File: src/rtl/coin_dispenser_n.sv
// Greedy change dispenser with per-channel coin inventory.
// Optional 100-cent channel enabled by defining COIN_DOLLAR_EN.
module coin_dispenser_n #(
  parameter int CHANGE_W = 10,
  parameter int INV_W    = 8,
  parameter int INV_INIT = 20,
  parameter int GAP      = 1
) (
  input  logic                clk,
  input  logic                rst,
  input  logic                start,
  input  logic [CHANGE_W-1:0] change,
  output logic                busy,
  output logic                done,
  output logic                err,
  output logic [CHANGE_W-1:0] shortfall,
  output logic                outquarter,
  output logic                outdime,
  output logic                outnickel,
`ifdef COIN_DOLLAR_EN
  output logic                outdollar,
  input  logic [INV_W-1:0]    load_dl,
  output logic [INV_W-1:0]    inv_dl,
`endif
  input  logic                load,
  input  logic [INV_W-1:0]    load_q,
  input  logic [INV_W-1:0]    load_d,
  input  logic [INV_W-1:0]    load_n,
  output logic [INV_W-1:0]    inv_q,
  output logic [INV_W-1:0]    inv_d,
  output logic [INV_W-1:0]    inv_n
);

  typedef enum logic [2:0] {
    S_IDLE, S_SELECT, S_PULSE, S_WAIT, S_DONE
  } state_e;

  typedef enum logic [2:0] {
    C_NONE, C_NICKEL, C_DIME, C_QTR, C_DOLLAR
  } coin_e;

  localparam logic [INV_W-1:0] INV_RST = INV_W'(INV_INIT);
  localparam logic [3:0] GAP_LD = (GAP > 0) ? 4'(GAP - 1) : 4'd0;

  state_e              state_q, state_d;
  coin_e               sel_q, sel_d;
  coin_e               pick;
  logic [CHANGE_W-1:0] rem_q, rem_d;
  logic [CHANGE_W-1:0] sf_q, sf_d;
  logic [CHANGE_W-1:0] val;
  logic [3:0]          gap_q, gap_d;
  logic [INV_W-1:0]    iq_q, iq_d;
  logic [INV_W-1:0]    id_q, id_d;
  logic [INV_W-1:0]    in_q, in_d;
  logic [INV_W-1:0]    idl_q, idl_d;

  // Largest affordable coin whose channel is not empty
  always_comb begin
    pick = C_NONE;
    priority case (1'b1)
`ifdef COIN_DOLLAR_EN
      (rem_q >= CHANGE_W'(100)) && (idl_q != '0):
        pick = C_DOLLAR;
`endif
      (rem_q >= CHANGE_W'(25)) && (iq_q != '0):
        pick = C_QTR;
      (rem_q >= CHANGE_W'(10)) && (id_q != '0):
        pick = C_DIME;
      (rem_q >= CHANGE_W'(5)) && (in_q != '0):
        pick = C_NICKEL;
      default: pick = C_NONE;
    endcase
  end

  // Value of the registered coin selection
  always_comb begin
    val = '0;
    unique case (sel_q)
      C_DOLLAR: val = CHANGE_W'(100);
      C_QTR:    val = CHANGE_W'(25);
      C_DIME:   val = CHANGE_W'(10);
      C_NICKEL: val = CHANGE_W'(5);
      default:  val = '0;
    endcase
  end

  // Next-state, remaining amount and inventory bookkeeping
  always_comb begin
    state_d = state_q;
    sel_d   = sel_q;
    rem_d   = rem_q;
    sf_d    = sf_q;
    gap_d   = gap_q;
    iq_d    = iq_q;
    id_d    = id_q;
    in_d    = in_q;
    idl_d   = idl_q;
    unique case (state_q)
      S_IDLE: begin
        if (load) begin
          iq_d = load_q;
          id_d = load_d;
          in_d = load_n;
`ifdef COIN_DOLLAR_EN
          idl_d = load_dl;
`endif
        end else if (start) begin
          rem_d   = change;
          sf_d    = '0;
          state_d = S_SELECT;
        end
      end
      S_SELECT: begin
        if (pick == C_NONE) begin
          sf_d    = rem_q;
          state_d = S_DONE;
        end else begin
          sel_d   = pick;
          state_d = S_PULSE;
        end
      end
      S_PULSE: begin
        rem_d = rem_q - val;
        unique case (sel_q)
          C_DOLLAR: idl_d = idl_q - 1'b1;
          C_QTR:    iq_d  = iq_q - 1'b1;
          C_DIME:   id_d  = id_q - 1'b1;
          C_NICKEL: in_d  = in_q - 1'b1;
          default:  ;
        endcase
        if (GAP > 0) begin
          gap_d   = GAP_LD;
          state_d = S_WAIT;
        end else begin
          state_d = S_SELECT;
        end
      end
      S_WAIT: begin
        if (gap_q == '0) state_d = S_SELECT;
        else gap_d = gap_q - 1'b1;
      end
      S_DONE:  state_d = S_IDLE;
      default: state_d = S_IDLE;
    endcase
  end

  // State and datapath registers
  always_ff @(posedge clk) begin
    if (!rst) begin
      state_q <= S_IDLE;
      sel_q   <= C_NONE;
      rem_q   <= '0;
      sf_q    <= '0;
      gap_q   <= '0;
      iq_q    <= INV_RST;
      id_q    <= INV_RST;
      in_q    <= INV_RST;
      idl_q   <= INV_RST;
    end else begin
      state_q <= state_d;
      sel_q   <= sel_d;
      rem_q   <= rem_d;
      sf_q    <= sf_d;
      gap_q   <= gap_d;
      iq_q    <= iq_d;
      id_q    <= id_d;
      in_q    <= in_d;
      idl_q   <= idl_d;
    end
  end

  assign busy       = (state_q != S_IDLE);
  assign done       = (state_q == S_DONE);
  assign err        = done && (rem_q != '0);
  assign shortfall  = sf_q;
  assign outquarter = (state_q == S_PULSE) && (sel_q == C_QTR);
  assign outdime    = (state_q == S_PULSE) && (sel_q == C_DIME);
  assign outnickel  = (state_q == S_PULSE) && (sel_q == C_NICKEL);
  assign inv_q      = iq_q;
  assign inv_d      = id_q;
  assign inv_n      = in_q;
`ifdef COIN_DOLLAR_EN
  assign outdollar  = (state_q == S_PULSE) && (sel_q == C_DOLLAR);
  assign inv_dl     = idl_q;
`endif

endmodule

File: config.mk
export PLATFORM = sky130hd
export DESIGN_NAME = coin_dispenser_n
export DESIGN_NICKNAME = d
export VERILOG_FILES = /design/src/rtl/coin_dispenser_n.sv
export SDC_FILE = /design/constraint.sdc
export NUM_CORES = 1
export LEC_CHECK = 0
export CORE_MARGIN = 5
export CORE_UTILIZATION = 45
export CTS_BUF_LIST = sky130_fd_sc_hd__clkbuf_16
export CTS_CLUSTER_SIZE = 10
export DETAILED_ROUTE_END_ITERATION = 12
export GPL_TIMING_DRIVEN = 0
export PLACE_DENSITY = 0.77
export SLEW_MARGIN = 15
export SYNTH_ARGS = -nofsm -noshare
export SYNTH_HDL_FRONTEND = slang
export SYNTH_SLANG_ARGS = --single-unit
File: constraint.sdc
create_clock -name clk -period 2.07 [get_ports clk]
set_input_delay 0.207 -clock clk [delete_from_list [all_inputs] [get_ports clk]]
set_output_delay 0.207 -clock clk [all_outputs]
set_load 0.02 [all_outputs]
==> results of run 1 <==
-- state kept, by name, summed over array words and instances, names as in the netlist --
| register | flops |
|---|---|
| rem_q | 10 |
| shortfall | 10 |
| inv_d | 8 |
| inv_n | 8 |
| inv_q | 8 |
| gap_q | 4 |
| state_q | 3 |
| sel_q | 2 |
-- how the worst min path moves through the flow --
stage | end | cells after the start | slack (ns) | start
5_1_grt | shortfall[3]$_SDFFE_PN0P_ | 2 | 0.48 | shortfall[3]$_SDFFE_PN0P_
6_report | shortfall[1]$_SDFFE_PN0P_ | 2 | 0.46 | shortfall[1]$_SDFFE_PN0P_
2_1_floorplan | inv_n[0]$_SDFFE_PN0P_ | 2 | 0.36 | load_n[0]
3_5_place_dp | shortfall[4]$_SDFFE_PN0P_ | 2 | 0.45 | shortfall[4]$_SDFFE_PN0P_
3_3_place_gp | shortfall[6]$_SDFFE_PN0P_ | 2 | 0.44 | shortfall[6]$_SDFFE_PN0P_
4_1_cts | shortfall[1]$_SDFFE_PN0P_ | 2 | 0.46 | shortfall[1]$_SDFFE_PN0P_
-- per-stage QoR --
| stage | instance area [um^2] | util | std cells |
|---|---|---|---|
| final | 4250 | 0.625 | 593 |
| after global placement | 4030 | 0.593 | 582 |
| after detailed placement | 4030 | 0.593 | 582 |
| after CTS | 4230 | 0.622 | 592 |
| after floorplan | 3140 | - | 409 |
| after global routing | 4250 | 0.625 | 593 |
-- timing repair --
action                                  CTS  global route
cloned                                    0             0
gates resized for setup                  22            12
buffers inserted                          2             1
endpoints found under the setup margin   22            20
pin swaps                                 1             1
-- power groups by stage --
stage | logic [uW] | registers [uW] | clock network (uW)
global placement | 867 | 1220 | 0
finish | 968 | 1210 | 857
floorplan | 519 | 1260 | 0
detailed placement | 885 | 1220 | 0
global route | 1040 | 1220 | 893
CTS | 921 | 1200 | 865
-- final cells by class --
type / count / area share
timing repair buffer: 80 / 0.183
buffer: 19 / 0.0227
inverter: 19 / 0.0168
sequential: 53 / 0.251
multi-input combinational: 318 / 0.463
clock inverter: 3 / 0.00530
tap: 96 / 0.0283
clock buffer: 5 / 0.0294
-- logic make-up after synthesis --
kind of cell	after synthesis	share of synthesized area
mux	11	0.0351
flops	53	0.338
xor+xnor	4	0.0112
buf+inv	38	0.0502
compound gates	125	0.249
simple gates	165	0.263
fa+ha+maj	13	0.0542
-- worst max-delay path, cell delays in order (launching register included) --
cell	delay, ns
dfxtp_4	0.39
ha_1	0.18
inv_1	0.06
fa_2	0.36
a21o_1	0.19
a21oi_2	0.15
nand2b_4	0.16
a21oi_1	0.06
or3_1	0.32
a21oi_1	0.12
-- cell usage in the layout (no fill, tap or decap), drive strengths merged, types with 10 or more instances in the layout --
| cell type | instances |
|---|---|
| a21oi | 40 |
| o21ai | 33 |
| inv | 18 |
| buf | 13 |
| nand3 | 10 |
| nor2 | 52 |
| dfxtp | 53 |
| nand2 | 52 |
| ha | 12 |
| mux2i | 11 |
| clkdlybuf4s50 | 72 |
| a211oi | 11 |
| nor3 | 25 |
| clkbuf | 17 |
-- layer usage --
layer | share of wire | wire [um] | GRT usage | vias to the layer above
met5 | 0 | 0 | 0 | -
met4 | 0.024 | 244 | 0.0939 | 0
met3 | 0.099 | 996 | 0.0475 | 29
met2 | 0.47 | 4730 | 0.367 | 213
met1 | 0.41 | 4100 | 0.292 | 1614
li1 | - | - | - | 1649
==> Flow_metrics.wiki, run 1 <==
{| class="wikitable"
! Metric !! Value
|-
| Routed via count divided by cell count || 5.91
|-
| DR pass1 iterations || 5
|-
| Critical Path Sink Type || flip-flop
|-
| Via count of the first global-routing pass || between 3000 and 4000
|-
| Total negative slack || 0 ns
|-
| Highest net fanout along the worst path || 6
|-
| Clock Root Buffer || clkbuf_16
|-
| Worst R2R Setup Slack || 0.01 ns
|-
| Class of the most critical setup path || reg -> reg
|-
| Clock Tree Buf Depth || 2
|-
| CTS clock-pin slew for the worst setup and hold paths || 0.08 ns
|-
| Critical Path Source Type || flip-flop
|-
| Per-instance average area after synthesis || 7.68 um^2
|-
| Cell taking the most area after synthesis || dfxtp_1
|-
| Area fraction of the dominant cell type after synthesis || 0.338
|-
| Largest voltage drop on the vdd net || 380 uV
|-
| Slew at the pin closest to its max-slew limit || roughly 0.76 ns
|-
| Switching power total || 1060 uW
|-
| Count of input and output buffers || 77
|-
| Antenna diodes || 0
|-
| Placeable core region || 0.00679 mm^2
|-
| Synthesis warning total || 0
|-
| Part of the Yosys area used for sequential elements || 0.338
|-
| Data arrival, critical path || 2.29 ns
|-
| Switching fraction of total power || 0.349
|-
| Worst max-slew margin expressed relative to the limit || 0.492
|-
| Final clock skew || 0.0103 ns
|-
| Cell area after technology mapping || 0.00314 mm^2
|-
| Synth top cells by count || dfxtp_1 (53), nand2_1 (52), nor2_1 (50)
|-
| Dominant cell by count in the synthesized netlist || dfxtp_1
|-
| Max Transition Viols Final || 0
|-
| Post-DRT Antenna Nets || 0
|-
| Worst path setup slack after routing || 0.0146 ns
|-
| First-pass GRT wire length || between 15 and 20 mm
|-
| Final critical-path required period || 2.06 ns
|-
| Vertical extent of the die || ~94 um
|-
| 1st-iter DRT viols || about 270
|-
| GRT overflow || 0
|-
| Post-CTS Hold Fix Bufs || 0
|-
| Largest net degree at the start of global routing || 18
|-
| Reg-to-reg critical path endpoint || rem_q[8]$_SDFFE_PN0P_
|-
| Destination of the critical timing path || rem_q[8]$_SDFFE_PN0P_
|-
| Initial core utilization || 0.462
|-
| Top_reg_cell synth || dfxtp_1
|-
| Final hold slack || 0.463 ns
|-
| Layout cells sized above 1 || 0.107
|-
| Number of distinct library cell variants in the gate-level netlist after synthesis || 59
|-
| FF/Latch Area || 0.00107 mm^2
|-
| Detailed Route WL || approximately 10 mm
|-
| Fraction of registers with async set/reset || 0
|-
| Power share of the clock group || 0.282
|-
| CTS H-tree lvls || 2
|-
| Outcome || finished, final reports clean
|-
| Class of the most critical hold timing path || reg -> reg
|-
| Number of antenna violations at the first check in global routing || 0
|-
| Die boundary width || 93.5 um
|-
| Pwr Density || 714 mW/mm^2
|-
| Cell-internal power || ~2000 uW
|-
| Detail Placement HPWL || 7.24 mm
|-
| Net count of the finished layout || 547
|-
| Final number of hold-violating endpoints || 0
|-
| Achievable Freq || 0.487 GHz
|-
| DR DRC count || 0
|-
| Layout overhead on the synthesized area || 35.3%
|-
| Post-detailed-route wirelength per cell || about 17 um
|-
| Total Die Area || 0.00875 mm^2
|-
| Beginning of the worst register-to-register path || sel_q[0]$_SDFFE_PN0P_
|-
| Number of placement rows || 30
|-
| Proportion of power drawn by combinational gates || 0.319
|-
| Unrepaired setup endpoints after global routing || yes
|-
| Post-Syn Instances || 409
|-
| Total routing usage reported by global routing || 0.227
|-
| Fillcell total || ~620
|-
| Part of the total power dissipated in sequential elements || 0.398
|-
| Multi-input logic area || 0.00197 mm^2
|-
| CTS tree || built
|-
| Fraction of the cycle the final worst path needs || 0.993
|-
| Leakage power || 0.00156 uW
|-
| Final GP Congestion || around 0.96
|-
| CTS Buf Count || 5
|-
| Max-Cap Viols || 0
|-
| Setup slack after placement || -0.241 ns
|-
| Crit path launch || sel_q[0]$_SDFFE_PN0P_
|-
| I/O pin cnt || 78
|-
| Number of enable-type register cells in the synthesized netlist || 0
|-
| Via count || 3505
|-
| Power consumption || between 3000 and 4000 uW
|-
| Data required time at the worst endpoint || 2.30 ns
|-
| Length in cells of the worst reg-to-reg path || 9
|-
| Count of state elements after synthesis || 53
|-
| Insertion delay to the later sink of the worst-skew pair || 0.30 ns
|-
| Total nets after synthesis || 460
|-
| Total of endpoints with negative setup slack in the final report || 0
|-
| Dominant cells by area after synthesis || dfxtp_1 (34%), a21oi_1 (6.4%), nand2_1 (6.2%), nor2_1 (6.0%), ha_1 (4.8%)
|-
| Clock Sink Count || 53
|}
No activity file was read; power rests on OpenSTA's default activity.
==> inputs of run 2 (changes only) <==
--- a/config.mk
+++ b/config.mk
@@ -6,12 +6,12 @@
 export NUM_CORES = 1
 export LEC_CHECK = 0
 export CORE_MARGIN = 5
-export CORE_UTILIZATION = 45
+export CORE_UTILIZATION = 50
 export CTS_BUF_LIST = sky130_fd_sc_hd__clkbuf_16
 export CTS_CLUSTER_SIZE = 10
 export DETAILED_ROUTE_END_ITERATION = 12
 export GPL_TIMING_DRIVEN = 0
-export PLACE_DENSITY = 0.77
+export PLACE_DENSITY = 0.81
 export SLEW_MARGIN = 15
 export SYNTH_ARGS = -nofsm -noshare
 export SYNTH_HDL_FRONTEND = slang
==> constraint.sdc (replaced) <==
create_clock -name clk -period 1.9 [get_ports clk]
set_input_delay 0.19 -clock clk [delete_from_list [all_inputs] [get_ports clk]]
set_output_delay 0.19 -clock clk [all_outputs]
set_load 0.02 [all_outputs]
==> run 2 against run 1 <==
Non-clock buffer count increased by 4. Worst setup slack worse by 0.040 ns. Largest power group unchanged. Flip-flop and latch count stayed put. Highest routed layer unchanged. The run now ends with negative setup slack left. Critical path type unchanged. Combinational power is 19% higher.
==> Flow_metrics.wiki, run 2 (same netlist as run 1, synthesis figures left out) <==
{| class="wikitable"
! Metric !! Value
|-
| Slew at the pin closest to its max-slew limit || 0.702 ns (was 0.757 ns)
|-
| Number of standard cells in the layout, taps in and fillers out || 576 (was 593)
|-
| Critical Path, Cell by Cell || nand2b_4 -> fa_2 -> a21o_1 -> a21oi_2 -> nand2b_4 -> a21oi_2 -> or3_1 -> a21oi_1 (was ha_1 -> inv_1 -> fa_2 -> a21o_1 -> a21oi_2 -> nand2b_4 -> a21oi_1 -> or3_1 -> a21oi_1)
|-
| Outcome || finished, violations left (was finished, final reports clean)
|-
| Number of placement rows || 28 (was 30)
|-
| Unrepaired setup endpoints after global routing || yes (unchanged)
|-
| Total Die Area || 0.00797 mm^2 (was 0.00875 mm^2)
|-
| Post-place instance area || 0.00403 mm^2 (about the same)
|-
| Routed via count divided by cell count || 6.05 (was 5.91)
|-
| Die boundary width || 89.3 um (was 93.5 um)
|-
| Core utilization of the finished layout || 0.725 (was 0.625)
|-
| Count of input and output buffers || 77 (unchanged)
|-
| Cell type of the slowest stage on the worst timing path || fa_2 (was dfxtp_4)
|-
| Worst path setup slack after routing || -0.0254 ns (was 0.0146 ns)
|-
| Critical Path Sink Type || flip-flop (unchanged)
|-
| Class of the most critical setup path || reg -> reg (unchanged)
|-
| Clock Sink Count || 53 (unchanged)
|-
| Fillcell total || 476 (was 621)
|-
| Power consumption || 3350 uW (was 3030 uW)
|-
| Critical Path Max Stage Delay || 0.40 ns (was 0.39 ns)
|-
| Total non-filler cell area in the finished layout || 0.00437 mm^2 (was 0.00425 mm^2)
|-
| Post-DRT Antenna Nets || 0 (unchanged)
|-
| Vertical extent of the die || 89.3 um (was 93.5 um)
|-
| Via count || 3487 (was 3505)
|-
| Insertion delay to the later sink of the worst-skew pair || 0.29 ns (was 0.30 ns)
|-
| DP Cell Count || 561 (was 582)
|-
| Critical Path Source Type || flip-flop (unchanged)
|-
| Launch instance of the worst min-delay path || shortfall[6]$_SDFFE_PN0P_ (was shortfall[1]$_SDFFE_PN0P_)
|-
| Final clock skew || 0.00514 ns (was 0.0103 ns)
|-
| CTS H-tree lvls || 2 (unchanged)
|-
| Crit path launch || sel_q[0]$_SDFFE_PN0P_ (unchanged)
|-
| Max-Cap Viols || 0 (unchanged)
|-
| Layout cells sized above 1 || 0.152 (was 0.107)
|-
| Number of antenna violations at the first check in global routing || 0 (unchanged)
|-
| 1st-iter DRT viols || 238 (was 266)
|-
| First-pass GRT wire length || 15.7 mm (was 15.9 mm)
|-
| Leakage power || 0.00163 uW (was 0.00156 uW)
|-
| Highest net fanout along the worst path || 5 (was 6)
|-
| Final GP Congestion || 0.967 (was 0.960)
|-
| Final hold slack || 0.458 ns (was 0.463 ns)
|-
| Total routing usage reported by global routing || 0.251 (was 0.227)
|-
| Data required time at the worst endpoint || 2.13 ns (was 2.30 ns)
|-
| Class of the most critical hold timing path || reg -> reg (unchanged)
|-
| Final critical-path required period || 1.93 ns (was 2.06 ns)
|-
| Detail Placement HPWL || 7.11 mm (was 7.24 mm)
|-
| Fraction of the cycle the final worst path needs || 1.01 (was 0.993)
|-
| Via count of the first global-routing pass || 3366 (was 3311)
|-
| Final number of hold-violating endpoints || 0 (unchanged)
|-
| I/O pin cnt || 78 (unchanged)
|-
| Initial core utilization || 0.521 (was 0.462)
|-
| Total of endpoints with negative setup slack in the final report || 1 (was 0)
|-
| Beginning of the worst register-to-register path || sel_q[0]$_SDFFE_PN0P_ (unchanged)
|-
| Detailed Route WL || 10.2 mm (was 10.1 mm)
|-
| Data arrival, critical path || 2.15 ns (was 2.29 ns)
|-
| Post-detailed-route wirelength per cell || 17.6 um (was 17.0 um)
|-
| Layout overhead on the synthesized area || 39.0% (was 35.3%)
|-
| Most common cell after layout, fill and taps aside || clkdlybuf4s50_1 (unchanged)
|-
| Placeable core region || 0.00603 mm^2 (was 0.00679 mm^2)
|-
| Clock Root Buffer || clkbuf_16 (unchanged)
|-
| FF/Latch Area || 0.00107 mm^2 (about the same)
|-
| DR pass1 iterations || 5 (unchanged)
|-
| CTS Buf Count || 5 (unchanged)
|-
| Violations in the final reports || negative setup slack
|-
| CTS clock-pin slew for the worst setup and hold paths || 0.07 ns (was 0.08 ns)
|-
| Worst max-slew margin expressed relative to the limit || 0.532 (was 0.492)
|-
| Achievable Freq || 0.519 GHz (was 0.487 GHz)
|-
| CTS tree || built (unchanged)
|-
| Max Transition Viols Final || 0 (unchanged)
|-
| Clock Tree Buf Depth || 2 (unchanged)
|-
| Antenna diodes || 0 (unchanged)
|-
| DR DRC count || 0 (unchanged)
|-
| GRT overflow || 0 (unchanged)
|-
| Multi-input logic area || 0.00207 mm^2 (was 0.00197 mm^2)
|-
| Net count of the finished layout || 551 (was 547)
|-
| Commonest cells after routing, fill and taps aside || clkdlybuf4s50_1 (71), nand2_1 (52), nor2_1 (49), dfxtp_1 (48), a21oi_1 (37) (was clkdlybuf4s50_1 (72), nand2_1 (52), nor2_1 (50), dfxtp_1 (50), a21oi_1 (38))
|-
| Pwr Density || 767 mW/mm^2 (was 714 mW/mm^2)
|-
| Largest voltage drop on the vdd net || 540 uV (was 380 uV)
|-
| Largest net degree at the start of global routing || 16 (was 18)
|}
-- run 2: cell type report --
cell class / count / share of cell area
clock buffer: 5 / 0.0287
timing repair buffer: 84 / 0.186
clock inverter: 3 / 0.00287
tap: 75 / 0.0215
inverter: 19 / 0.0163
multi-input combinational: 318 / 0.474
buffer: 19 / 0.0258
sequential: 53 / 0.245
-- run 2: metrics by stage --
stage          setup slack (ns)  setup TNS (ns)
2_1_floorplan            0.0220               0
6_report                -0.0254         -0.0254
3_5_place_dp             -0.396           -6.60
4_1_cts                 -0.0243         -0.0277
3_3_place_gp             -0.396           -5.19
5_1_grt                  -0.112          -0.228
-- run 2: critical path, delay by kind of cell, from the launching register on --
kind	cells	cell delay, ns
AO/OA/AOI/OAI	4	0.48
adder cells (fa/ha/maj)	1	0.40
flip-flops	1	0.37
AND/OR/NAND/NOR	3	0.62
-- run 2: final timing paths --
kind                                                   to  slack [ns]  cells after the start
worst min register to register  shortfall[6]$_SDFFE_PN0P_        0.46                      2
worst max-delay path                rem_q[8]$_SDFFE_PN0P_       -0.03                      8
worst min-delay path            shortfall[6]$_SDFFE_PN0P_        0.46                      2
worst max register to register      rem_q[8]$_SDFFE_PN0P_       -0.03                      8
-- run 2: metal layers --
metal / track usage / wire, um
met1: 0.315 / 3940
met2: 0.419 / 5030
met3: 0.0544 / 941
met4: 0.101 / 252
met5: 0 / 0
-- run 2: report_power, final --
part	leakage [uW]	switching [uW]	internal [uW]
sequential	0.000436	125	1200
combinational	0.00112	623	523
clock	0.0000687	405	478
-- run 2: what timing repair did --
item	4_1_cts	5_1_grt
hold buffers	0	0
buffers inserted	4	3
pin swaps	2	3
endpoints found under the setup margin	38	39
gates resized for setup	34	36
